<file path="config.mk">
export PLATFORM = sky130hd
export DESIGN_NAME = tournament_pipe
export DESIGN_NICKNAME = d
export VERILOG_FILES = /design/src/rtl/pkg_bram_if.sv /design/src/rtl/tournament_cell4.sv /design/src/rtl/tournament_pipe.sv
export SDC_FILE = /design/constraint.sdc
export NUM_CORES = 1
export LEC_CHECK = 0
export CORE_UTILIZATION = 35
export CTS_CLUSTER_DIAMETER = 150
export DETAILED_ROUTE_END_ITERATION = 16
export HOLD_SLACK_MARGIN = 0.15
export PLACE_DENSITY = 0.65
export SKIP_CTS_REPAIR_TIMING = 1
export SLEW_MARGIN = 5
export SYNTH_ARGS = -nofsm -noshare
export SYNTH_HDL_FRONTEND = slang
export SYNTH_SLANG_ARGS = --single-unit
</file>
<file path="constraint.sdc">
create_clock -name clock -period 3.1 [get_ports clock]
set_input_delay 0.31 -clock clock [delete_from_list [all_inputs] [get_ports clock]]
set_output_delay 0.31 -clock clock [all_outputs]
set_load 0.01 [all_outputs]
</file>
<file path="src/rtl/pkg_bram_if.sv">
// Shared types and sizing for the pipelined min-select tournament.
// Holds: NUM_ENTRY/WIDTH_KEY build sizes, LEVELS derivation, pad key, candidate struct.
// Optional feature macro: TOURNAMENT_RR_EN (round-robin tie-break).
package pkg_bram_if;

  localparam int NUM_ENTRY = 20;
  localparam int WIDTH_KEY = 4;
  localparam int IDX_W     = $clog2(NUM_ENTRY);

  function automatic int levels_of(input int n);
    int lv;
    int cap;
    lv  = 0;
    cap = 1;
    while (cap < n) begin
      cap = cap * 4;
      lv  = lv + 1;
    end
    return lv;
  endfunction

  localparam int LEVELS = levels_of(NUM_ENTRY);
  localparam int LANES  = 1 << (2 * LEVELS);

  localparam logic [WIDTH_KEY-1:0] PAD_KEY = '1;

  typedef struct packed {
    logic                 valid;
    logic [WIDTH_KEY-1:0] key;
    logic [IDX_W-1:0]     idx;
  } cand_t;

  localparam cand_t PAD_CAND = '{valid: 1'b0, key: PAD_KEY, idx: '0};

`ifdef TOURNAMENT_RR_EN
  // Rotated distance (idx - ptr) mod NUM_ENTRY, one extra bit for the borrow.
  function automatic logic [IDX_W-1:0] rr_dist(
    input logic [IDX_W-1:0] idx,
    input logic [IDX_W-1:0] ptr
  );
    logic [IDX_W:0] d;
    d = {1'b0, idx} - {1'b0, ptr};
    if (idx < ptr)
      d = d + (IDX_W+1)'(NUM_ENTRY);
    return IDX_W'(d);
  endfunction

  function automatic logic beats(
    input cand_t            a,
    input cand_t            b,
    input logic [IDX_W-1:0] ptr
  );
    if (a.valid != b.valid)
      return a.valid;
    if (!a.valid)
      return 1'b0;
    if (a.key != b.key)
      return a.key < b.key;
    return rr_dist(a.idx, ptr) < rr_dist(b.idx, ptr);
  endfunction
`else
  function automatic logic beats(
    input cand_t a,
    input cand_t b
  );
    if (a.valid != b.valid)
      return a.valid;
    if (!a.valid)
      return 1'b0;
    if (a.key != b.key)
      return a.key < b.key;
    return a.idx < b.idx;
  endfunction
`endif

endpackage

</file>
<file path="src/rtl/tournament_cell4.sv">
// Combinational 4-way min-select over {valid, key, index} candidates.
// Ports: ptr (tie pointer, TOURNAMENT_RR_EN only), c0..c3 in, win out.
module tournament_cell4
  import pkg_bram_if::*;
(
`ifdef TOURNAMENT_RR_EN
  input  logic [IDX_W-1:0] ptr,
`endif
  input  cand_t            c0,
  input  cand_t            c1,
  input  cand_t            c2,
  input  cand_t            c3,
  output cand_t            win
);

`ifdef TOURNAMENT_RR_EN
  function automatic logic bt(input cand_t a, input cand_t b);
    return beats(a, b, ptr);
  endfunction
`else
  function automatic logic bt(input cand_t a, input cand_t b);
    return beats(a, b);
  endfunction
`endif

  cand_t lo;
  cand_t hi;
  cand_t m;

  always_comb begin
    lo  = bt(c1, c0) ? c1 : c0;
    hi  = bt(c3, c2) ? c3 : c2;
    m   = bt(hi, lo) ? hi : lo;
    win = m;
    // An all-invalid group reports the pad key and index 0.
    if (!m.valid) begin
      win.key = PAD_KEY;
      win.idx = '0;
    end
  end

endmodule

</file>
<file path="src/rtl/tournament_pipe.sv">
// Pipelined radix-4 min-select tournament with valid/ready on both sides.
// Ports: clock, reset (sync, active-low); I_Req/O_Rdy/I_Key/I_Vld in;
// O_Valid/I_Ack/O_Key/O_Grant/O_Index/O_None out. Macro: TOURNAMENT_RR_EN.
module tournament_pipe
  import pkg_bram_if::*;
(
  input  logic                 clock,
  input  logic                 reset,
  input  logic                 I_Req,
  output logic                 O_Rdy,
  input  logic [WIDTH_KEY-1:0] I_Key [NUM_ENTRY],
  input  logic [NUM_ENTRY-1:0] I_Vld,
  output logic                 O_Valid,
  input  logic                 I_Ack,
  output logic [WIDTH_KEY-1:0] O_Key,
  output logic [NUM_ENTRY-1:0] O_Grant,
  output logic [IDX_W-1:0]     O_Index,
  output logic                 O_None
);

  logic  adv;
  logic  take;
  cand_t lane [LANES];
  cand_t last;
  logic  last_sv;

  assign adv   = ~O_Valid | I_Ack;
  assign O_Rdy = adv & reset;
  assign take  = I_Req & O_Rdy;

  for (genvar i = 0; i < LANES; i++) begin : g_lane
    if (i < NUM_ENTRY) begin : g_real
      assign lane[i] = '{valid: I_Vld[i],
                         key:   I_Key[i],
                         idx:   IDX_W'(i)};
    end else begin : g_pad
      assign lane[i] = PAD_CAND;
    end
  end

`ifdef TOURNAMENT_RR_EN
  logic [IDX_W-1:0] ptr_q;

  always_ff @(posedge clock) begin
    if (!reset)
      ptr_q <= '0;
    else if (O_Valid && I_Ack && !O_None)
      ptr_q <= (O_Index == IDX_W'(NUM_ENTRY - 1)) ? '0 : O_Index + 1'b1;
  end
`endif

  for (genvar l = 0; l < LEVELS; l++) begin : g_lvl
    localparam int NOUT = LANES >> (2 * (l + 1));

    cand_t d [4*NOUT];
    cand_t w [NOUT];
    cand_t q [NOUT];
    logic  sv_in;
    logic  sv;
`ifdef TOURNAMENT_RR_EN
    logic [IDX_W-1:0] p_in;
`endif

    if (l == 0) begin : g_head
      assign d     = lane;
      assign sv_in = take;
`ifdef TOURNAMENT_RR_EN
      assign p_in  = ptr_q;
`endif
    end else begin : g_body
      assign d     = g_lvl[l-1].q;
      assign sv_in = g_lvl[l-1].sv;
`ifdef TOURNAMENT_RR_EN
      assign p_in  = g_lvl[l-1].g_p.p;
`endif
    end

    for (genvar g = 0; g < NOUT; g++) begin : g_cell
      tournament_cell4 u_cell (
`ifdef TOURNAMENT_RR_EN
        .ptr (p_in),
`endif
        .c0  (d[4*g]),
        .c1  (d[4*g+1]),
        .c2  (d[4*g+2]),
        .c3  (d[4*g+3]),
        .win (w[g])
      );
    end

    always_ff @(posedge clock) begin
      if (!reset) begin
        sv <= 1'b0;
        for (int i = 0; i < NOUT; i++)
          q[i] <= '0;
      end else if (adv) begin
        sv <= sv_in;
        q  <= w;
      end
    end

`ifdef TOURNAMENT_RR_EN
    // The capture-time pointer rides along so later ties use it.
    if (l < LEVELS - 1) begin : g_p
      logic [IDX_W-1:0] p;
      always_ff @(posedge clock) begin
        if (!reset)
          p <= '0;
        else if (adv)
          p <= p_in;
      end
    end
`endif
  end

  assign last    = g_lvl[LEVELS-1].q[0];
  assign last_sv = g_lvl[LEVELS-1].sv;

  assign O_Valid = last_sv;
  assign O_Key   = last.key;
  assign O_Index = last.idx;
  assign O_None  = last_sv & ~last.valid;
  assign O_Grant = last.valid ? (NUM_ENTRY'(1) << last.idx) : '0;

endmodule
</file>
# Word level (Yosys, flattened, before mapping)

Cells that the tools add are included.

Word-level logic and storage cells: 399
Flip-flop bits (word level): 84

$lt $le $gt $ge: 34
Eq/ne operators: 41
Multiplexer cells: 289
Bitwise gates (word level): 6
Shift-type cells: 1

Operators by type and width:

| operator               | number |
|---|---|
| $mux W1                | 258 |
| $mux W10               | 22 |
| $lt A4 B4 Y1           | 22 |
| $ne A4 B4 Y1           | 22 |
| $mux W9                | 8 |
| $lt A5 B5 Y1           | 9 |
| $mux W20               | 1 |
| $shl A1 B5 Y20 const A | 1 |
| $ne A1 B1 Y1           | 19 |
| $lt A1 B5 Y1 const A   | 3 |
| $and A1 B1 Y1          | 3 |
| $not A1 Y1             | 2 |
| $or A1 B1 Y1           | 1 |

# Depth between registers and ports, before layout

Gate-level depths: netlist of run 1.

Depth in word-level cells: 19
Gate-level depth with buffers: 13
Depth with buffers taken out: 13

# Cells and area by module

From an unflattened synthesis of run 1, not the netlist that was laid out.

Cells, all modules: 3632
Area total of the unflattened synthesis: 30499.3 µm²

Modules (own cells, without submodules):

| module                                           | area an instance (µm²) | cells each | instances |
|---|---|---|---|
| tournament_cell4 (g_lvl[0].g_cell[0].u_cell ...) | 1027.2                 | 125        | 20 |
| tournament_pipe                                  | 8724.6                 | 967        | 1 |
| tournament_cell4 (g_lvl[0].g_cell[5].u_cell)     | 1229.9                 | 165        | 1 |

# Worst setup path after synthesis of run 1

No wires, ideal clock.

Kind: input-to-reg
Start: input I_Key[6] (netlist name)
End: register g_lvl[0].q[110] (netlist name)
Path slack: 318 ps
Stages: 13
Path buffers: 0
Arrival: 2712 ps
Cell sequence: inv_1 ha_1 a21oi_1 o21ai_1 a31oi_2 mux2i_1 inv_1 ha_1 or3_1 a211o_1 o21ai_4 a22oi_2 a21boi_1

Word-level cells in the longest chain between the ends: 17
Elaborated cells on any way between the ends: 28

RTL lines:

| item                 | RTL line               | source |
|---|---|---|
| start, declared      | tournament_pipe.sv:11  | `input logic [WIDTH_KEY-1:0] I_Key [NUM_ENTRY],` |
| $ne A4 B4 Y1         | pkg_bram_if.sv:70      | `if (a.key != b.key)` |
| $mux W1 (2 in a row) | pkg_bram_if.sv:70      |  |
| $mux W1              | pkg_bram_if.sv:68      | `if (!a.valid)` |
| $mux W1              | pkg_bram_if.sv:72      | `return a.idx < b.idx;` |
| $mux W1              | pkg_bram_if.sv:70      |  |
| $mux W1              | pkg_bram_if.sv:68      |  |
| $mux W10 (*)         | tournament_cell4.sv:32 | `hi = bt(c3, c2) ? c3 : c2;` |
| $ne A4 B4 Y1         | pkg_bram_if.sv:70      |  |
| $mux W1 (2 in a row) | pkg_bram_if.sv:70      |  |
| $mux W1              | pkg_bram_if.sv:68      |  |
| $mux W1              | pkg_bram_if.sv:72      |  |
| $mux W1              | pkg_bram_if.sv:70      |  |
| $mux W1              | pkg_bram_if.sv:68      |  |
| $mux W10 (*)         | tournament_cell4.sv:33 | `m = bt(hi, lo) ? hi : lo;` |
| $mux W9 (*)          | tournament_cell4.sv:36 | `if (!m.valid) begin` |
| end signal, assigned | tournament_pipe.sv:98  | `q <= w;` |
| end, declared        | tournament_pipe.sv:57  | `cand_t q [NOUT];` |

Every way passes the cells marked *; elsewhere a longest branch is shown, timed or not. The select of a mux whose other input is x is not followed.
A chain may end at the register's enable or synchronous reset.

# Worst setup path in the final report of run 1

Start: register g_lvl[0].q[156] (netlist name)
End: register g_lvl[1].q[31] (netlist name)

Word-level cells in the longest chain between the ends: 17
Elaborated cells on any way between the ends: 24

RTL lines:

| item                 | RTL line               | source |
|---|---|---|
| $ne A4 B4 Y1         | pkg_bram_if.sv:70      |  |
| $mux W1 (2 in a row) | pkg_bram_if.sv:70      |  |
| $mux W1              | pkg_bram_if.sv:68      |  |
| $mux W1              | pkg_bram_if.sv:72      |  |
| $mux W1              | pkg_bram_if.sv:70      |  |
| $mux W1              | pkg_bram_if.sv:68      |  |
| $mux W10 (*)         | tournament_cell4.sv:31 | `lo = bt(c1, c0) ? c1 : c0;` |
| $ne A4 B4 Y1         | pkg_bram_if.sv:70      |  |
| $mux W1 (2 in a row) | pkg_bram_if.sv:70      |  |
| $mux W1              | pkg_bram_if.sv:68      |  |
| $mux W1              | pkg_bram_if.sv:72      |  |
| $mux W1              | pkg_bram_if.sv:70      |  |
| $mux W1              | pkg_bram_if.sv:68      |  |
| $mux W10 (*)         | tournament_cell4.sv:33 |  |
| $mux W9 (*)          | tournament_cell4.sv:36 |  |
| end signal, assigned | tournament_pipe.sv:98  |  |
| end, declared        | tournament_pipe.sv:57  |  |

Marked as above.

==> parameters.txt, run 1 <==
Parameter                              Value

Critical path
  End of the worst register-to-register path ... g_lvl[1].q[31]
  CP Class ... flop to flop
  Critical Path Fanout Max ... 6
  Endpoint required time on the critical path ... 3.35 ns
  Cells traversed along the worst timing path ... inv_1 -> ha_1 -> o211ai_2 -> o21a_1 -> o21ai_4 -> buf_4 -> mux2i_2 -> ha_1 -> a31o_2 -> buf_4 -> or2_2 -> o211ai_1
  Startpoint kind of the worst setup timing path ... flop
  Critical path's slowest cell ... dfxtp_2
  CP peak stage delay ... 0.36 ns
  FF-to-FF setup slack ... 0.1 ns
  Arr. time, crit path ... 3.25 ns
  Worst Setup End Kind ... flop
  Reg-to-Reg Start ... g_lvl[0].q[156]
  Number of cells traversed by the worst register-to-register path ... 12

Min path
  Startpoint of the worst hold path ... g_lvl[1].sv
  Worst hold path cell count ... 2
  Hold Crit Class ... flop to flop
  Worst hold endpoint ... g_lvl[1].sv

Yosys
  Number of instances in the synthesized netlist ... 719
  Post-synth EDFFs ... 0
  Number of warnings printed during yosys synthesis ... 0
  Post-synthesis register bit count ... 64
  Compound-cell area share of the yosys netlist ... 24.3%
  Proportion of synthesized chip area in sequential cells ... 21.5%
  Async S/R FF share, synth ... 0%
  Post-synthesis share of cell area spent on full adders, half adders and majority gates ... 19.9%
  Mux contribution to synthesized area ... 9.75%
  Post-Synthesis Net Count ... 918
  Post-synthesis simple-gate area fraction ... 14.0%
  Main combinational cell family by area after synthesis ... compound AO/OA/AOI/OAI gates
  Primary flip-flop cell chosen by synthesis mapping ... dfxtp_1
  Avg Inst Size Synth ... 8.30 sq um
  Cell variety after synth ... 51
  Area share of xor/xnor cells in the synthesized design ... 0%
  Combined area of all synthesized cells ... 5970 sq um

Place
  Number of I/O port buffers ... 135
  Worst setup timing slack at the placement stage ... -0.413 ns
  Final weighted congestion in routability-driven placement ... 0.806
  Placement Cell Area ... 8270 sq um
  Detail Placement HPWL ... 11500 um

Detailed routing
  DR DRC count ... 0
  Starting DRC count in detailed routing ... 204
  DR vias ... 5760
  WL per Instance ... 12.5 um
  Overall routed net length ... 14900 um
  Via density per instance ... 4.83
  TritonRoute pass-1 iters ... 4
  Remaining antenna violation count ... 0

Power and ir drop
  Max IR drop VDD ... 0.290 mV
  Net switching power of the design ... 1.23 mW
  Sequential power share ... 26.7%
  Leakage power total ... 4.30 nW
  Switching share of power ... 31.5%
  Combinational Power Share ... 43.7%
  Total power divided by cell area ... 422 nW/um^2
  Cell Int Power ... 2.66 mW
  Portion of total power attributed to the clock network ... 29.6%
  Total power ... 3.89 mW

Finish
  Post-route cell area ... 9210 sq um
  Post-synthesis to final-layout area growth ... 54.3%
  Count of nets after finishing ... 1167
  Layout cell share with drive strength beyond 1 ... 25.6%
  Count of inserted antenna diode cells ... 0

Clocking
  Total clock buffers created by CTS ... 9
  Source-to-sink clock delay at the later pin of the worst-skew pair ... 0.33 ns
  TritonCTS clock tree ... yes
  Number of levels in the clock H-tree ... 3
  Clk pin slew, worst setup/hold paths ... 0.06 ns
  Longest Clk Path Bufs ... 2
  Library cell used as clock root buffer ... clkbuf_16
  CTS sink cnt ... 64

Floorplanning
  Initial standard-cell utilization of the core ... 36.0%
  Total die area ... 17600 sq um
  Floorplan die width ... 133 um
  Core area ... 16600 sq um
  Die extent in y ... 133 um
  Count of pins on the block boundary ... 136
  FP Rows ... 47

STA
  Post-layout minimum cycle time ... 3.00 ns
  Fraction of the cycle the final worst path needs ... 96.9%
  Final sum of negative setup slack ... 0 ns
  Headroom to the max-slew limit ... 61.3%
  Final hold slack ... 0.459 ns
  Hold Fails Final Rpt ... 0
  Final setup slack of the worst path ... 0.0972 ns
  Highest clock rate ... 0.333 GHz
  Slew at the pin closest to its max-slew limit ... 0.578 ns
  Setup violations, final ... 0
  Setup clock skew after layout ... 0.00445 ns
  Slew Viols, Final ... 0
  Setup repair after global routing missed its margin ... yes

Flow run
  Max Cap Violations ... 0

Global routing
  Global-route wire length before repair ... 24500 um
  Number of antenna violations at the first check in global routing ... 0
  Global-route total usage across every layer ... 16.5%
  Pin count of the biggest net entering global routing ... 65
  Remaining global-route overflow ... 0
  Vias in the first global route ... 5549

Run status
  Outcome ... complete, no violations
==> layout by cell type (no fill, tap or decap), types with 6 or more instances in the layout <==
cell type	n
a21boi_0	12
a21o_1	12
a21oi_1	22
a21oi_2	8
a221oi_1	13
a221oi_2	11
a31oi_4	6
buf_4	128
clkbuf_16	9
clkdlybuf4s50_1	129
dfxtp_1	60
ha_1	88
ha_4	6
inv_1	123
mux2i_1	33
mux2i_2	18
mux2i_4	6
nand2_1	49
nand2b_1	15
nand3_1	10
nor2_1	24
nor2b_1	30
nor3_1	9
o21ai_0	36
o21ai_1	8
o21ai_2	7
==> cell families (layout without fill, tap and decap cells) <==
group / after synthesis / after routing
AOI/OAI and AO/OA: 188 / 188
and+or+nand+nor: 162 / 162
buffers and inverters: 152 / 406
adders and majority gates: 95 / 95
DFF: 64 / 64
muxes: 58 / 58
==> power by group through the flow <==
stage	clock, mW	combinational [mW]	sequential (mW)
after floorplan	0	0.883	1.02
after global placement	0	1.43	1.05
after detailed placement	0	1.46	1.05
after CTS	1.17	1.47	1.03
after global routing	1.21	1.88	1.06
final	1.15	1.70	1.04
==> synth_stat cells, drive strengths merged (2+ instances only) <==
cell type	number	area [sq um]
inv	124	465
ha	95	1190
dfxtp	64	1280
mux2i	57	571
o21ai	55	320
nand2	49	184
nor2b	34	213
a21oi	30	150
nor2	25	96.4
a221oi	24	210
a21boi	17	128
buf	17	125
nand2b	15	93.8
a21o	14	108
a31oi	11	146
clkbuf	11	41.3
nand3	10	50.1
nor3	9	45.0
a22oi	6	60.1
o211ai	6	50.1
a211o	4	35.0
a211oi	4	30.0
o21a	4	30.0
a41o	3	30.0
nand3b	3	22.5
nor3b	3	22.5
or3	3	18.8
or4	3	33.8
and2	2	12.5
and3	2	12.5
nor4b	2	17.5
o211a	2	20.0
o41ai	2	55.1
or2	2	12.5
==> worst max path at each step <==
stage	start	to	slack [ns]	cells past startpoint
5_1_grt	I_Vld[3]	g_lvl[0].q[151]	-0.06	15
3_5_place_dp	I_Key[48]	g_lvl[0].q[146]	-0.41	14
2_1_floorplan	I_Key[6]	g_lvl[0].q[110]	0.32	13
3_3_place_gp	I_Key[78]	g_lvl[0].q[156]	-0.39	14
4_1_cts	I_Key[78]	g_lvl[0].q[157]	-0.11	14
6_report	g_lvl[0].q[156]	g_lvl[1].q[31]	0.1	12
==> cell type report <==
class                      count  area (sq um)
sequential                    64          1290
clock buffer                   9           225
fill                        1503          7380
inverter                     124           465
multi-input combinational    503          4470
timing repair buffer         266          2360
clock inverter                 7           120
tap                          220           275
==> through the flow <==
step / std cells / utilization [%]
6_report: 1193 / 55.5
4_1_cts: 1172 / 51.9
5_1_grt: 1193 / 55.5
2_1_floorplan: 719 / -
3_5_place_dp: 1156 / 49.8
3_3_place_gp: 1156 / 49.8
==> registers in the layout, indices dropped and copies added, names as in the netlist <==
name,flops
O_Key,4
g_lvl.q,52
O_Index,5
O_Valid,1
g_lvl.sv,2
==> metal layers <==
layer / GRT usage (%) / wire length [um]
met1: 20.5 / 6870
met2: 29.6 / 7430
met3: 1.72 / 428
met4: 4.85 / 170
met5: 0 / 0
==> worst max-delay path, delay by kind of cell, from the launching register on <==
family	cells	cell delay, ns
buf+inv	3	0.42
simple gates	1	0.27
flops	1	0.36
mux	1	0.31
compound gates	5	0.99
fa+ha+maj	2	0.58
Note: power is estimated with default switching activity, not from simulation.
==> run 2, diff against run 1 <==
--- a/config.mk
+++ b/config.mk
@@ -8,6 +8,7 @@
 export CORE_UTILIZATION = 35
 export CTS_CLUSTER_DIAMETER = 150
 export DETAILED_ROUTE_END_ITERATION = 16
+export GPL_ROUTABILITY_DRIVEN = 0
 export HOLD_SLACK_MARGIN = 0.15
 export PLACE_DENSITY = 0.65
 export SKIP_CTS_REPAIR_TIMING = 1
==> results of run 2 <==
No change in the layout: final DEF, timing and power equal those of run 1.
==> run 3, diff against run 2 <==
--- a/config.mk
+++ b/config.mk
@@ -8,9 +8,10 @@
 export CORE_UTILIZATION = 35
 export CTS_CLUSTER_DIAMETER = 150
 export DETAILED_ROUTE_END_ITERATION = 16
+export DONT_BUFFER_PORTS = 1
 export GPL_ROUTABILITY_DRIVEN = 0
 export HOLD_SLACK_MARGIN = 0.15
-export PLACE_DENSITY = 0.65
+export PLACE_DENSITY = 0.55
 export SKIP_CTS_REPAIR_TIMING = 1
 export SLEW_MARGIN = 5
 export SYNTH_ARGS = -nofsm -noshare
==> parameters.txt, run 3 (same netlist as run 1, synthesis figures left out) <==
Parameter                              Value

Finish
  Most frequent standard cell in the layout excluding fill and tap cells ... inv_1
  Post-synthesis to final-layout area growth ... 12.4%
  Count of nets after finishing ... 934
  Register name with the most flops ... g_lvl.q
  Count of inserted antenna diode cells ... 0
  Most frequent cells in the layout ... 124 x inv_1, 95 x ha_1, 62 x dfxtp_1
  Flip-flop count of the largest register, all copies and words added ... 52
  Layout cell share with drive strength beyond 1 ... 12.3%
  Post-route cell area ... 6710 sq um

Run status
  Outcome ... complete, no violations

Clocking
  CTS sink cnt ... 64
  Longest Clk Path Bufs ... 2
  Number of levels in the clock H-tree ... 3
  Library cell used as clock root buffer ... clkbuf_16
  Clk pin slew, worst setup/hold paths ... 0.05 ns
  Source-to-sink clock delay at the later pin of the worst-skew pair ... 0.33 ns
  TritonCTS clock tree ... yes
  Total clock buffers created by CTS ... 9

Detailed routing
  Via density per instance ... 5.28
  DR DRC count ... 0
  Overall routed net length ... 14100 um
  WL per Instance ... 14.7 um
  TritonRoute pass-1 iters ... 4
  DR vias ... 5064
  Remaining antenna violation count ... 0
  Starting DRC count in detailed routing ... 178

Place
  Detail Placement HPWL ... 11200 um
  Worst setup timing slack at the placement stage ... -0.00908 ns
  Number of I/O port buffers ... 0
  Placement Cell Area ... 6280 sq um

STA
  Slew Viols, Final ... 0
  Hold Fails Final Rpt ... 0
  Final sum of negative setup slack ... 0 ns
  Headroom to the max-slew limit ... 32.6%
  Highest clock rate ... 0.328 GHz
  Final setup slack of the worst path ... 0.0541 ns
  Fraction of the cycle the final worst path needs ... 98.3%
  Slew at the pin closest to its max-slew limit ... 1.01 ns
  Setup violations, final ... 0
  Post-layout minimum cycle time ... 3.05 ns
  Setup clock skew after layout ... 0.00426 ns

Critical path
  Critical path endpoint ... g_lvl[1].q[38]
  CP Class ... flop to flop
  Number of cells traversed by the worst register-to-register path ... 13
  Worst Setup End Kind ... flop
  Startpoint kind of the worst setup timing path ... flop
  Critical Path Fanout Max ... 8
  Endpoint required time on the critical path ... 3.32 ns
  FF-to-FF setup slack ... 0.05 ns
  Crit. path cell count ... 13
  Worst Path Buf+Inv ... 2
  CP peak stage delay ... 0.37 ns
  End of the worst register-to-register path ... g_lvl[1].q[38]
  Cells traversed along the worst timing path ... inv_1 -> ha_1 -> o211ai_1 -> nor2_2 -> a2bb2oi_4 -> mux2i_2 -> inv_1 -> ha_1 -> a21oi_1 -> o21ai_1 -> a31o_4 -> nor3b_4 -> a221oi_1
  Critical path's slowest cell ... dfxtp_1
  Reg-to-Reg Start ... g_lvl[0].q[137]
  Worst setup startpoint ... g_lvl[0].q[137]
  Cell family with the largest share of critical-path delay ... compound AO/OA/AOI/OAI gates
  Arr. time, crit path ... 3.27 ns

Power and ir drop
  Total power divided by cell area ... 480 nW/um^2
  Leakage power total ... 3.22 nW
  Max IR drop VDD ... 0.325 mV

Floorplanning
  Initial standard-cell utilization of the core ... 36.0%
  FP Rows ... 47
  Die extent in y ... 133 um
  Total die area ... 17600 sq um
  Count of pins on the block boundary ... 136
  Floorplan die width ... 133 um
  Core area ... 16600 sq um

Global routing
  Global-route wire length before repair ... 23200 um
  Remaining global-route overflow ... 0
  Number of antenna violations at the first check in global routing ... 0
  Pin count of the biggest net entering global routing ... 66
  Vias in the first global route ... 5158
  Global-route total usage across every layer ... 15.9%

Flow run
  Max Cap Violations ... 0

Min path
  Hold Crit Class ... input port to flop
run 3: cell count changes in the layout (fill, tap and decap cells not counted), moves of 6 or more:
cell | before | now
a21oi_2 | 8 | 1
mux2i_1 | 33 | 52
buf_4 | 128 | 31
ha_1 | 88 | 95
o21ai_0 | 36 | 44
a221oi_2 | 11 | 3
mux2i_2 | 18 | 4
o21ai_2 | 7 | 0
a21oi_1 | 22 | 29
ha_4 | 6 | 0
a221oi_1 | 13 | 21
clkdlybuf4s50_1 | 129 | 0
run 3: per-layer routing:
metal	GRT usage [%]	vias to the layer above	wire length, um	part of all wire (%)
met1	19.4	2375	6380	45
met3	2.80	23	597	4.2
met5	0	-	0	0
met2	28.1	120	6930	49
met4	5.68	0	243	1.7
li1	-	2546	-	-
run 3: metrics by stage:
stage / std cells / hold WS [ns] / utilization [%] / total power, mW
after floorplan: 719 / 0.431 / - / 1.90
after global placement: 937 / 0.438 / 37.9 / 2.12
after detailed placement: 937 / 0.438 / 37.9 / 2.17
after CTS: 953 / 0.0948 / 39.6 / 3.14
after global routing: 960 / 0.154 / 40.4 / 3.46
final: 960 / 0.128 / 40.4 / 3.22
run 3: cell type report:
cell class / count / area [sq um]
fillers: 1693 / 9880
multi-input cells: 503 / 4150
well taps: 220 / 275
clock inverters: 4 / 45.0
clock buffers: 12 / 236
inverters: 124 / 465
flip-flops and latches: 64 / 1280
repair buffers: 33 / 253
run 3: how the worst min path moves through the flow:
stage               slack, ns              end  cells past startpoint             from
finish                   0.13         O_Key[1]                      2            reset
global route             0.15  g_lvl[0].q[126]                      2            reset
CTS                      0.09          O_Valid                      1            reset
detailed placement       0.44          O_Valid                      1            reset
global placement         0.44          O_Valid                      1            reset
floorplan                0.43  g_lvl[0].q[110]                      2  g_lvl[0].q[110]
run 3: power by group:
part           internal [mW]  total [mW]  leakage, nW  switching (mW)
Combinational          0.578        1.20         2.55           0.624
Clock                  0.618       0.966        0.140           0.348
Sequential             0.946        1.05        0.533           0.108
Total                   2.14        3.22         3.22            1.08
